$ cat src/rtl/io_tx_uart.sv
// io_tx_uart: byte-wide transmit UART (8N1) with a small byte FIFO in front.
//
// Ports:
//   clk      - single clock, all state changes on its rising edge
//   rst      - asynchronous, active-high reset (aborts any frame, empties FIFO)
//   in_data  - byte from the CPU OUT instruction
//   in_vld   - in_data is valid
//   in_rdy   - block can accept a byte this cycle (FIFO not full)
//   txd      - registered serial output, idle high, LSB first
//   busy     - FIFO non-empty or a frame in flight
//   err      - sticky error flags; err[0] = in_vld protocol violation
//
// Parameters:
//   CLK_PER_BIT - clock cycles per serial bit (2..65535)
//   DEPTH_LOG2  - log2 of the FIFO depth
module io_tx_uart #(
    parameter int unsigned CLK_PER_BIT = 868,
    parameter int unsigned DEPTH_LOG2  = 2
) (
    input  logic       clk,
    input  logic       rst,
    input  logic [7:0] in_data,
    input  logic       in_vld,
    output logic       in_rdy,
    output logic       txd,
    output logic       busy,
    output logic [4:0] err
);

    localparam int unsigned DEPTH = 1 << DEPTH_LOG2;
    localparam logic [15:0] BAUD_LAST = 16'(CLK_PER_BIT - 1);
    localparam logic [DEPTH_LOG2-1:0] PTR_ONE = DEPTH_LOG2'(1);
    localparam logic [DEPTH_LOG2:0]   CNT_ONE = (DEPTH_LOG2 + 1)'(1);

    typedef enum logic [1:0] {IDLE, START, DATA, STOP} state_t;

    // FIFO
    logic [7:0]            mem [DEPTH];
    logic [DEPTH_LOG2-1:0] wr_ptr;
    logic [DEPTH_LOG2-1:0] rd_ptr;
    logic [DEPTH_LOG2:0]   count;
    logic                  push;
    logic                  pop;

    // transmitter
    state_t      state, state_d;
    logic [15:0] baud_cnt, baud_d;
    logic [2:0]  bit_cnt, bit_d;
    logic [7:0]  shift, shift_d;
    logic        txd_d;
    logic        bit_end;

    // protocol checker
    logic       prev_blocked;
    logic [7:0] prev_data;
    logic       err_proto;

    // count only reaches DEPTH when full, so its MSB is the full flag.
    // rst is folded in so in_rdy reads 0 throughout reset.
    assign in_rdy  = !rst && !count[DEPTH_LOG2];
    assign push    = in_vld && in_rdy;
    assign bit_end = (baud_cnt == BAUD_LAST);
    assign err     = {4'b0000, err_proto};

    // Storage has no reset; emptiness is carried by count and the pointers.
    always_ff @(posedge clk) begin
        if (push) begin
            mem[wr_ptr] <= in_data;
        end
    end

    // State register and datapath registers
    always_ff @(posedge clk or posedge rst) begin
        if (rst) begin
            state        <= IDLE;
            baud_cnt     <= '0;
            bit_cnt      <= '0;
            shift        <= '0;
            txd          <= 1'b1;
            wr_ptr       <= '0;
            rd_ptr       <= '0;
            count        <= '0;
            prev_blocked <= 1'b0;
            prev_data    <= '0;
            err_proto    <= 1'b0;
        end else begin
            state    <= state_d;
            baud_cnt <= baud_d;
            bit_cnt  <= bit_d;
            shift    <= shift_d;
            txd      <= txd_d;
            if (push) begin
                wr_ptr <= wr_ptr + PTR_ONE;
            end
            if (pop) begin
                rd_ptr <= rd_ptr + PTR_ONE;
            end
            case ({push, pop})
                2'b10:   count <= count + CNT_ONE;
                2'b01:   count <= count - CNT_ONE;
                default: count <= count;
            endcase
            prev_blocked <= in_vld && !in_rdy;
            prev_data    <= in_data;
            if (prev_blocked && (!in_vld || (in_data != prev_data))) begin
                err_proto <= 1'b1;
            end
        end
    end

    // Next-state logic; a pop loads the head byte and restarts the counters
    always_comb begin
        state_d = state;
        baud_d  = baud_cnt;
        bit_d   = bit_cnt;
        shift_d = shift;
        pop     = 1'b0;
        case (state)
            IDLE: begin
                if (count != '0) begin
                    pop     = 1'b1;
                    shift_d = mem[rd_ptr];
                    bit_d   = '0;
                    baud_d  = '0;
                    state_d = START;
                end
            end
            START: begin
                if (bit_end) begin
                    baud_d  = '0;
                    state_d = DATA;
                end else begin
                    baud_d = baud_cnt + 16'd1;
                end
            end
            DATA: begin
                if (bit_end) begin
                    baud_d = '0;
                    if (bit_cnt == 3'd7) begin
                        state_d = STOP;
                    end else begin
                        bit_d   = bit_cnt + 3'd1;
                        shift_d = {1'b0, shift[7:1]};
                    end
                end else begin
                    baud_d = baud_cnt + 16'd1;
                end
            end
            STOP: begin
                if (bit_end) begin
                    baud_d = '0;
                    if (count != '0) begin
                        pop     = 1'b1;
                        shift_d = mem[rd_ptr];
                        bit_d   = '0;
                        state_d = START;
                    end else begin
                        state_d = IDLE;
                    end
                end else begin
                    baud_d = baud_cnt + 16'd1;
                end
            end
            default: state_d = IDLE;
        endcase
    end

    // Output logic; txd is decoded from the next state so the flop
    // holds the level for the state being entered.
    always_comb begin
        case (state_d)
            START:   txd_d = 1'b0;
            DATA:    txd_d = shift_d[0];
            default: txd_d = 1'b1;
        endcase
    end

    assign busy = (count != '0) || (state != IDLE);

endmodule
$ cat config.mk
export PLATFORM = sky130hd
export DESIGN_NAME = io_tx_uart
export DESIGN_NICKNAME = d
export VERILOG_FILES = /design/src/rtl/io_tx_uart.sv
export SDC_FILE = /design/constraint.sdc
export NUM_CORES = 1
export LEC_CHECK = 0
export CORE_UTILIZATION = 35
export CTS_BUF_LIST = sky130_fd_sc_hd__clkbuf_8 sky130_fd_sc_hd__clkbuf_16
export DETAILED_ROUTE_END_ITERATION = 10
export GPL_ROUTABILITY_DRIVEN = 0
export GPL_TIMING_DRIVEN = 0
export HOLD_SLACK_MARGIN = 0.02
export SETUP_SLACK_MARGIN = 0.2
export SLEW_MARGIN = 10
export SYNTH_ARGS = -nofsm -noshare
export SYNTH_HDL_FRONTEND = slang
export SYNTH_SLANG_ARGS = --single-unit
$ cat constraint.sdc
create_clock -name clk -period 2.5 [get_ports clk]
set_clock_uncertainty 0.2 [all_clocks]
set_input_delay 0.375 -clock clk [delete_from_list [all_inputs] [get_ports clk]]
set_output_delay 0.375 -clock clk [all_outputs]
set_load 0.02 [all_outputs]
### Word-level counts from Yosys, hierarchy flattened

Memories as Yosys holds them, arrays and structs flattened.
Index checks and enable logic that the tools add are counted.

| word-level totals | value |
|---|---|
| memory bits (writable) | 32 |
| bits of input ports | 11 |
| memories kept | 1 |
| output and inout port bits | 8 |
| flip-flop bits (word level) | 47 |

Memory list:

| memory | depth | bits a word | rd ports | clocked after Yosys merged registers in | write ports | RTL line | text |
|---|---|---|---|---|---|---|---|
| mem | 4 | 8 | 1 | 0 | 1 | 38 | `logic [7:0] mem [DEPTH];` |

| cells by class | value |
|---|---|
| multiplexer cells | 27 |
| reductions and logical operators | 17 |
| eq/ne operators | 14 |
| add/sub/neg operators | 6 |

Operator list:

| kind | count |
|---|---|
| $mux 16 | 2 |
| $mux 8 | 4 |
| $pmux 16 s2 | 1 |
| $pmux 8 s3 | 1 |
| $add 16x1->16 const B | 1 |
| $eq 16x10->1 const B | 1 |
| $mux 3 | 4 |
| $mux 2 | 5 |
| $pmux 3 s3 | 1 |
| $eq 2x2->1 const B | 4 |
| $ne 2x2->1 const B | 4 |
| $ne 8x8->1 | 1 |
| $pmux 2 s4 | 1 |
| $add 3x1->3 const B | 2 |
| $eq 2x1->1 const B | 3 |
| $pmux 3 s2 | 1 |
| $reduce_bool 3->1 | 2 |
| $mux 1 | 5 |
| $add 2x1->2 const B | 2 |
| $logic_and 1x1->1 | 4 |
| $logic_not 1->1 | 4 |
| $pmux 1 s2 | 2 |
| $reduce_and 4->1 | 1 |
| $reduce_bool 2->1 | 2 |
| 5 further kinds | 6 |

### Longest topological paths before layout

| depth | value |
|---|---|
| word-level depth | 6 |
| gate-level depth with buffers | 11 |
| gate-level depth less buffers | 11 |

### Worst setup path before layout

No wires, ideal clock.

| timing | value |
|---|---|
| kind | register to register |
| start | reg baud_cnt[0] |
| end | reg count[2] |
| setup time | 79 ps |
| data arrival time | 2,390 ps |
| cell stages (with the launch flop) | 12 |
| path slack | -169 ps |
| path through | dfrtp_1 ha_1 nor4b_4 and4_4 a21oi_1 nor3_2 ha_1 inv_1 fa_1 xor2_1 nor2_1 xor2_1 |

| on the way | value |
|---|---|
| cells in the longest elaborated chain, start to end | 5 |

RTL lines:

| what | RTL line | text |
|---|---|---|
| from (decl) | 47 | `logic [15:0] baud_cnt, baud_d;` |
| from (signal assigned) | 88 | `baud_cnt <= baud_d;` |
| $eq 16x10->1 (*) | 62 | `assign bit_end = (baud_cnt == BAUD_LAST);` |
| $mux 1 (*) | 150 | `if (bit_end) begin` |
| $pmux 1 s2 (*) | 118 | `case (state)` |
| named net pop | 43 | `logic pop;` |
| $eq 2x1->1 / $eq 2x2->1 (equally long branches) | 98 | `case ({push, pop})` |
| $pmux 3 s2 / $reduce_bool 2->1 (equally long branches) | - |  |
| to (signal assigned) | 99 | `2'b10: count <= count + CNT_ONE;` |
| to (signal assigned) | 100 | `2'b01: count <= count - CNT_ONE;` |
| to (signal assigned) | 101 | `default: count <= count;` |
| to (decl) | 41 | `logic [DEPTH_LOG2:0] count;` |

The timed path passes the listed nets; every way through them passes the cells marked *.
A chain may end at the register's enable or synchronous reset.

### Worst setup path in the final report

| timing | value |
|---|---|
| start | reg baud_cnt[8] |
| end | reg count[2] |

The elaborated chain is that of the path after synthesis.

==> results.py <==
metrics = {
    "pwr": {
        "leakage_nw": 1.78,
        "power_density_nw_per_um2": 947,
        "total_power_w": 0.00428,
        "ir_drop_v": 0.000423,
    },
    "routing": {
        "first_iter_violations": 109,
        "wl_mm": 7.29,
        "dr_wl_met3_um": 298,
        "drc": 0,
        "via_per_inst": 5.06,
        "wl_met2_mm": 3.62,
        "topRoutingLayerUsed": "met4",
        "post_drt_wl_per_cell_um": 15.0,
        "vias": 2462,
        "ant_nets": 0,
        "wl_met1_mm": 3.24,
        "firstDrtPassIters": 4,
    },
    "worst_setup_path": {
        "worst_path_most_repeated_cell": "xor2_1",
        "cp_cell_sequence": "and4_1 -> and4_4 -> a21oi_4 -> nor3_4 -> ha_2 -> inv_2 -> fa_2 -> xor2_1 -> nor2_1 -> xor2_1",
        "required_ns": 2.60,
        "cp_slowest_stage_delay_ns": 0.49,
        "critPathTopFamily": "simple AND/OR/NAND/NOR gates",
        "arrival_ns": 2.68,
        "startpoint_type": "flip-flop",
        "critical_path_class": "flip-flop to flip-flop",
        "worstSetupEndpointType": "flip-flop",
        "slowest_stage": "dfrtp_1",
        "path_max_fanout": 7,
        "crit_buf_inv": 1,
    },
    "final_layout": {
        "antennaDiodeCount": 0,
        "final_nets": 372,
        "final_common_cell": "dfrtp_1",
        "area_growth_pct": 18.9,
        "layout_common_cells": "42 x dfrtp_1, 32 x edfxtp_1, 31 x nand2_1, 21 x buf_4, 19 x o21ai_0",
        "layoutNonFillerInstCount": 487,
        "layout-drive-gt1-share_pct": 23.4,
    },
    "job": {
        "cap_viol_max_count": 0,
    },
    "placed_design": {
        "dp_cells": 456,
        "pre_cts_slack_ns": -0.342,
        "port_buffers": 14,
        "place_hpwl_mm": 4.89,
    },
    "clocking": {
        "cts_tree": "done",
        "cts_buffers": 9,
        "clock_path_buffers": 2,
        "holdBufCountCts": 0,
        "root_buffer": "clkbuf_8",
        "clock_sinks": 79,
        "worstSkewPairLatency_ns": 0.37,
        "h-tree-depth": 3,
        "clk_pin_slew_ns": 0.09,
    },
    "synth": {
        "synth_edf_count": 32,
        "synth-seq-area-share_pct": 56.2,
        "ys_ff_latch": 79,
        "async_flop_share_pct": 59.5,
        "synth.avg_cell_area_um2": 12.6,
        "synth.top_cell.area_share_pct": 30.2,
        "syn_area_um2": 3810,
        "synth-main-ff-cell": "dfrtp_1",
        "yosysWarnings": 0,
        "ys_top_cells_by_area": "dfrtp_1 30%, edfxtp_1 25%, mux4_2 4.7%, ha_1 4.6%, nand2_1 3.1%",
        "synth_cell_types": 59,
        "synthCells": 302,
        "yosysTopAreaCell": "dfrtp_1",
    },
    "floorplanning": {
        "num_io_pins": 19,
        "die-area_um2": 11300,
        "die_h_um": 106,
        "core_um2": 10400,
        "start_util_pct": 36.5,
        "dieWidth_um": 106,
        "rows": 37,
    },
    "timing": {
        "rsz0062_at_grt": "true",
        "fmaxAchievable_mhz": 388,
        "layout_setup_ws_ns": -0.0785,
        "slew_viol_final": 0,
        "finalCritPeriodShare_pct": 103,
        "hold_viol": 0,
        "finalSetupViolCount": 1,
        "tightest_slew_ns": 0.558,
        "slew_headroom_pct": 62.8,
        "fin_crit_ns": 2.58,
    },
    "global_route": {
        "grt_usage_pct": 14.8,
        "grt_pass1_vias": 2640,
        "gr-total-overflow": 0,
        "grt_antenna_before_repair": 0,
        "grt_pass1_wl_mm": 12.7,
        "grt_start_max_net_pins": 37,
    },
    "hold_path": {
        "min_path_type": "input pin to async pin",
    },
    "outcome": {
        "failed_checks": "negative setup slack",
        "outcome": "finished, violations left",
    },
}
## metal layers
layer	GRT usage, %	vias up
li1	-	1185
met1	17.2	1216
met2	25.1	46
met3	4.90	15
met4	5.65	0
met5	0	-
## power by group
| part | internal, W | switching [W] |
|---|---|---|
| Clock | 0.000454 | 0.000477 |
| Combinational | 0.000753 | 0.000862 |
| Sequential | 0.00158 | 0.000154 |
## flip-flops by register name, summed over array words and instances (netlist names)
name and flops:
err_proto 1, prev_data 8, txd 1, state 2
baud_cnt 16, mem 32, count 3, bit_cnt 3
prev_blocked 1, shift 8, wr_ptr 2, rd_ptr 2
## metrics by stage
stage                     setup TNS, ns  area (um^2)  utilization (%)  hold WS [ns]
final                           -0.0785         4530             43.4        0.0849
after global routing             -0.315         4530             43.4         0.130
after CTS                       -0.0757         4490             43.1        0.0800
after detailed placement         -0.539         4180             40.2         0.245
after global placement            -9.31         4160             40.0         0.242
after floorplan                 -0.0953         3850                -         0.206
## cells by family (layout without fill, tap and decap cells)
logic type | after synthesis | after routing | synth area share, %
and+or+nand+nor | 96 | 96 | 15.2
buffers and inverters | 22 | 68 | 2.83
AOI/OAI and AO/OA | 58 | 58 | 10.2
muxes | 12 | 12 | 5.98
DFF | 79 | 79 | 56.2
xor gates and xnor gates | 19 | 19 | 4.37
other | 1 | 4 | 0.0985
adders and majority gates | 15 | 15 | 5.13
## synthesized netlist by cell type, drive strengths merged, types with 4 or more instances
master / number
ha: 14
edfxtp: 32
inv: 11
nand3: 8
xor2: 11
nor3: 6
dfrtp: 46
nand2: 31
o21ai: 23
o31ai: 6
a22oi: 6
nand4: 4
xnor2: 8
mux4: 8
a21oi: 6
nor2: 18
buf: 8
nor4: 5
and3: 6
## worst paths after layout
path | start | endpoint | slack, ns | cells past startpoint
worst max-delay path | baud_cnt[8] | count[2] | -0.08 | 10
worst min-delay path | rst | prev_data[0] | 0.08 | 2
worst max register to register | baud_cnt[8] | count[2] | -0.08 | 10
worst min register to register | prev_blocked | err_proto | 0.26 | 1
max in group asynchronous | rst | txd | 1.47 | 3
min in group clk | prev_blocked | err_proto | 0.26 | 1
## cell type report
cell class	count	area [um^2]
fill	972	5890
sequential	79	2140
multi-input combinational	204	1640
timing repair buffer	30	272
tap	136	170
clock buffer	9	124
buffer	11	67.6
clock inverter	7	63.8
inverter	11	41.3
## repair_timing
action | CTS | global route
buffers inserted | 13 | 2
endpoints found under the setup margin | 5 | 26
pin swaps | 7 | 1
resized for setup | 10 | 5
Power figures use the tool's default switching activity.
==> patch 1, RTL diff (same settings) <==
Take the reset off `shift` and `prev_data` and load them in a clocked block of their own.
--- a/src/rtl/io_tx_uart.sv
+++ b/src/rtl/io_tx_uart.sv
@@ -76,5 +76,4 @@
             baud_cnt     <= '0;
             bit_cnt      <= '0;
-            shift        <= '0;
             txd          <= 1'b1;
             wr_ptr       <= '0;
@@ -82,5 +81,4 @@
             count        <= '0;
             prev_blocked <= 1'b0;
-            prev_data    <= '0;
             err_proto    <= 1'b0;
         end else begin
@@ -88,5 +86,4 @@
             baud_cnt <= baud_d;
             bit_cnt  <= bit_d;
-            shift    <= shift_d;
             txd      <= txd_d;
             if (push) begin
@@ -102,9 +99,13 @@
             endcase
             prev_blocked <= in_vld && !in_rdy;
-            prev_data    <= in_data;
             if (prev_blocked && (!in_vld || (in_data != prev_data))) begin
                 err_proto <= 1'b1;
             end
         end
+    end
+
+    always_ff @(posedge clk) begin
+        shift     <= shift_d;
+        prev_data <= in_data;
     end
 
Function: no difference found for any inputs over 10 cycles, from zero or initial values and one cycle with rst high; that may be too few to reach the edited logic, so the function may still have changed.
==> patch 1 against the unedited design <==
  * The run still ends with negative setup slack left
  * Total power up 1.6%
  * Routed wire length up 3.7%
  * Sequential cell count stayed put
  * Area after synthesis shrank 1.6%
  * Worst setup slack better by 0.052 ns
  * Design area grew 4.2%
  * Highest routed layer unchanged
==> patch 1: results (changes against the unedited design) <==
For the via total after detailed routing, the log shows 2592 (+5.3%). Among all flip-flop cells after synthesis, the most frequent one is edfxtp_1. The met1 routing resource usage after global routing was 0.195 (+0.0234); the standby leakage power was 1.88 nW (+5.8%). The run gives 2.61 ns (-0.07 ns) as the arrival time reported for the critical path endpoint. After synthesis, the most frequently instantiated cells are edfxtp_1, dfrtp_1, o21ai_0, nand2_1. The run gives 2130 um2 (-0.41%) as the total area of sequential cells. The wire length on met3 is 290 um (-2.7%). For the post-route worst setup slack, the log shows -0.0269 ns (+0.0517 ns). For the wire length of the first global-routing pass, the log shows 12700 um (-0.11%).

The tools report the total negative slack for setup checks as -0.0269 ns (+0.0517 ns). The final reports fail on negative setup slack. The non-clock buffer count in the final layout was 58 (+41%); the pin count of the biggest net entering global routing was 32 (-14%). Via count of the first global-routing pass: 2546 (-3.6%). The number of cells on the worst reg-to-reg path is 11 (+1), and the detailed-placement wirelength estimate is 4890 um (about the same). The proportion of register bits with asynchronous set or reset after synthesis is 0.392 (-0.203), and the share of cell area taken by multi-input logic gates is 0.350 (-0.0135).

The tools report the detailed-route wire length on metal 1 as 3490 um (+7.7%). The part of the Yosys area used for sequential elements came out at 0.568 (+0.00633). By area the synthesized netlist is led by edfxtp_1, dfrtp_1, dfxtp_1.

The fill cell total of the finished layout was 963 (-0.93%). In this run the worst hold path is classified as flip-flop to flip-flop. The combined area of the multi-input logic cells was 1650 um2 (+0.30%); the total power density per cell area was 923 nW/um2 (-2.5%).

Count of flip-flops with a built-in enable after synthesis: 39 (+22%). The run finished, with violations left. Fraction of final layout cells with drive strength greater than 1: 0.288 (+0.0541).

The non-clock buffer contribution to total cell area is 0.104 (+0.0288), and the peak per-stage delay on the critical path is 0.40 ns (-0.09 ns). The amount of wire on met2 after detailed routing was 3610 um (-0.30%). The total setup violations reported at the end of the flow is 1 (unchanged). The cell area after placement is 4140 um2 (-1.1%). The proportion of total power due to net switching came out at 0.328 (-0.0207). For the count of cell types in the netlist, the log shows 51 (-14%).
-- patch 1: metrics by stage --
step	setup WS, ns	instances	hold slack (ns)
after detailed placement	-0.649	456	0.247
after floorplan	-0.0882	306	0.203
after CTS	-0.0350	489	0.267
after global routing	-0.183	501	0.285
after global placement	-0.695	456	0.238
final	-0.0269	501	0.265
-- patch 1: cell families after synthesis --
kind of cell    count (synthesis)  share of synthesized area
simple gates                   87                      0.128
flops                          79                      0.568
compound gates                 59                      0.107
buf+inv                        28                     0.0337
xor+xnor                       19                     0.0444
mux                            16                     0.0698
fa+ha+maj                      14                     0.0488
other cells                     1                    0.00100
-- patch 1: worst max-delay path: cells and delay by family, from the launching register on --
kind / cells / cell delay, ns
buffers and inverters: 1 / 0.04
XOR/XNOR: 2 / 0.30
adder cells (fa/ha/maj): 3 / 0.70
AO/OA/AOI/OAI: 1 / 0.06
flip-flops: 1 / 0.40
AND/OR/NAND/NOR: 4 / 0.77
-- patch 1: path summary, 6_finish.rpt --
path                                               from                    end
worst max-delay path            baud_cnt[0]$_DFFE_PP0P_   count[2]$_DFFE_PP0P_
worst min-delay path             prev_blocked$_DFF_PP0_  err_proto$_DFFE_PP0P_
worst max register to register  baud_cnt[0]$_DFFE_PP0P_   count[2]$_DFFE_PP0P_
worst min register to register   prev_blocked$_DFF_PP0_  err_proto$_DFFE_PP0P_
max in group asynchronous                           rst     state[0]$_DFF_PP0_
min in group asynchronous                           rst  wr_ptr[1]$_DFFE_PP0P_
-- patch 1: what timing repair did --
action	CTS	global route
cloned	0	0
endpoints found under the setup margin	32	37
buffers inserted	17	12
pin swaps	11	6
gates resized for setup	36	19
==> patch 2, RTL diff (same settings) <==
Without the edit above. The parameter `DEPTH_LOG2` goes from 2 to 1.
--- a/src/rtl/io_tx_uart.sv
+++ b/src/rtl/io_tx_uart.sv
@@ -16,5 +16,5 @@
 module io_tx_uart #(
     parameter int unsigned CLK_PER_BIT = 868,
-    parameter int unsigned DEPTH_LOG2  = 2
+    parameter int unsigned DEPTH_LOG2  = 1
 ) (
     input  logic       clk,
Check against the original RTL: not equivalent (Yosys sat finds a counterexample within 4 cycles, from zero or initial values and one cycle with rst high).
==> patch 2 against the unedited design <==
  * First-iteration DRC count down 13%
  * Sequential cell count fell by 19
  * Routed wire length shrank 23%
  * Worst setup slack better by 0.31 ns
  * Area after synthesis down 24%
  * Non-clock buffer count rose by 6
  * Register-to-register slack better by 0.32 ns
  * Design area down 18%
  * Core utilization increased by 4.1 points
  * Sequential power down 24%
  * Hold slack improved by 0.035 ns
  * Total power is 15% lower
  * Highest routed layer unchanged
==> patch 2: results (changes against the unedited design) <==
The first-iteration detailed-routing DRC count came out at 95 (-13%). The post-cts gate resize count is 19 (+9), and the amount of wire on met2 after detailed routing is 2920 um (-19%). The transition at the pin with the smallest max-transition slack was 0.661 ns (+0.103 ns); the multi-input combinational cell count was 173 (-15%).

The average vias per placed instance was 5.05 (-0.11%); the pin count of the biggest net entering global routing was 35 (-5.4%). The met2 usage was 0.247 (-0.00448). The worst-case vdd ir drop was 0.458 mV (+8.3%).

The non-clock buffer count in the final layout came out at 47 (+15%). The logs give 0.0468 (-0.00225) for the met3 layer usage reported by global route and 1.69 ns (-0.99 ns) for the arrival time reported for the critical path endpoint. The non-clock buffer contribution to total cell area is 0.109 (+0.0338). The peak per-stage delay on the critical path works out to 0.43 ns (-0.06 ns). Fraction of synthesized cell area in xor and xnor cells: 0.0457 (+0.00193).

Post-CTS setup buffer count: 9 (-4). The site row count was 32 (-14%); the number of cells in the finished layout apart from fillers was 403 (-17%). Fraction of final layout cells with drive strength greater than 1: 0.276 (+0.0421). The via count of the first global-routing pass is 2055 (-22%). The commonest cells after synthesis are dfrtp_1, o21ai_0, nand2_1, nor2_1, edfxtp_1. The wire length on met3 was 187 um (-37%). The logs give 51 (-14%) for the count of cell types in the netlist and 246 (-19%) for the number of instances in the synthesized netlist. The post-detailed-route wirelength per cell is 14.0 um (-6.7%). The flow ran to the end, and the final reports show no timing, DRC or antenna violations. The proportion of synthesized area in mux cells works out to 0.0330 (-0.0268). Maximum fanout encountered on the critical timing path: 6 (-1). The clock-pin slew on the worst setup and hold paths is 0.07 ns (-0.02 ns).
patch 2: path summary, 6_finish.rpt:
| kind | endpoint | startpoint | depth (start not counted) |
|---|---|---|---|
| max | busy | state[1]$_DFF_PP0_ | 5 |
| min | prev_data[3]$_DFF_PP0_ | rst | 2 |
| max reg2reg | bit_cnt[0]$_DFFE_PP0P_ | baud_cnt[12]$_DFFE_PP0P_ | 7 |
| min reg2reg | err_proto$_DFFE_PP0P_ | prev_blocked$_DFF_PP0_ | 1 |
| max in group asynchronous | txd$_DFF_PP1_ | rst | 3 |
| min in group clk | err_proto$_DFFE_PP0P_ | prev_blocked$_DFF_PP0_ | 1 |
patch 2: worst max-delay path, delay by kind of cell, from the launching register on:
kind | cells | cell delay (ns)
buffers and inverters | 3 | 0.54
flip-flops | 1 | 0.43
adder cells (fa/ha/maj) | 1 | 0.20
AND/OR/NAND/NOR | 1 | 0.18
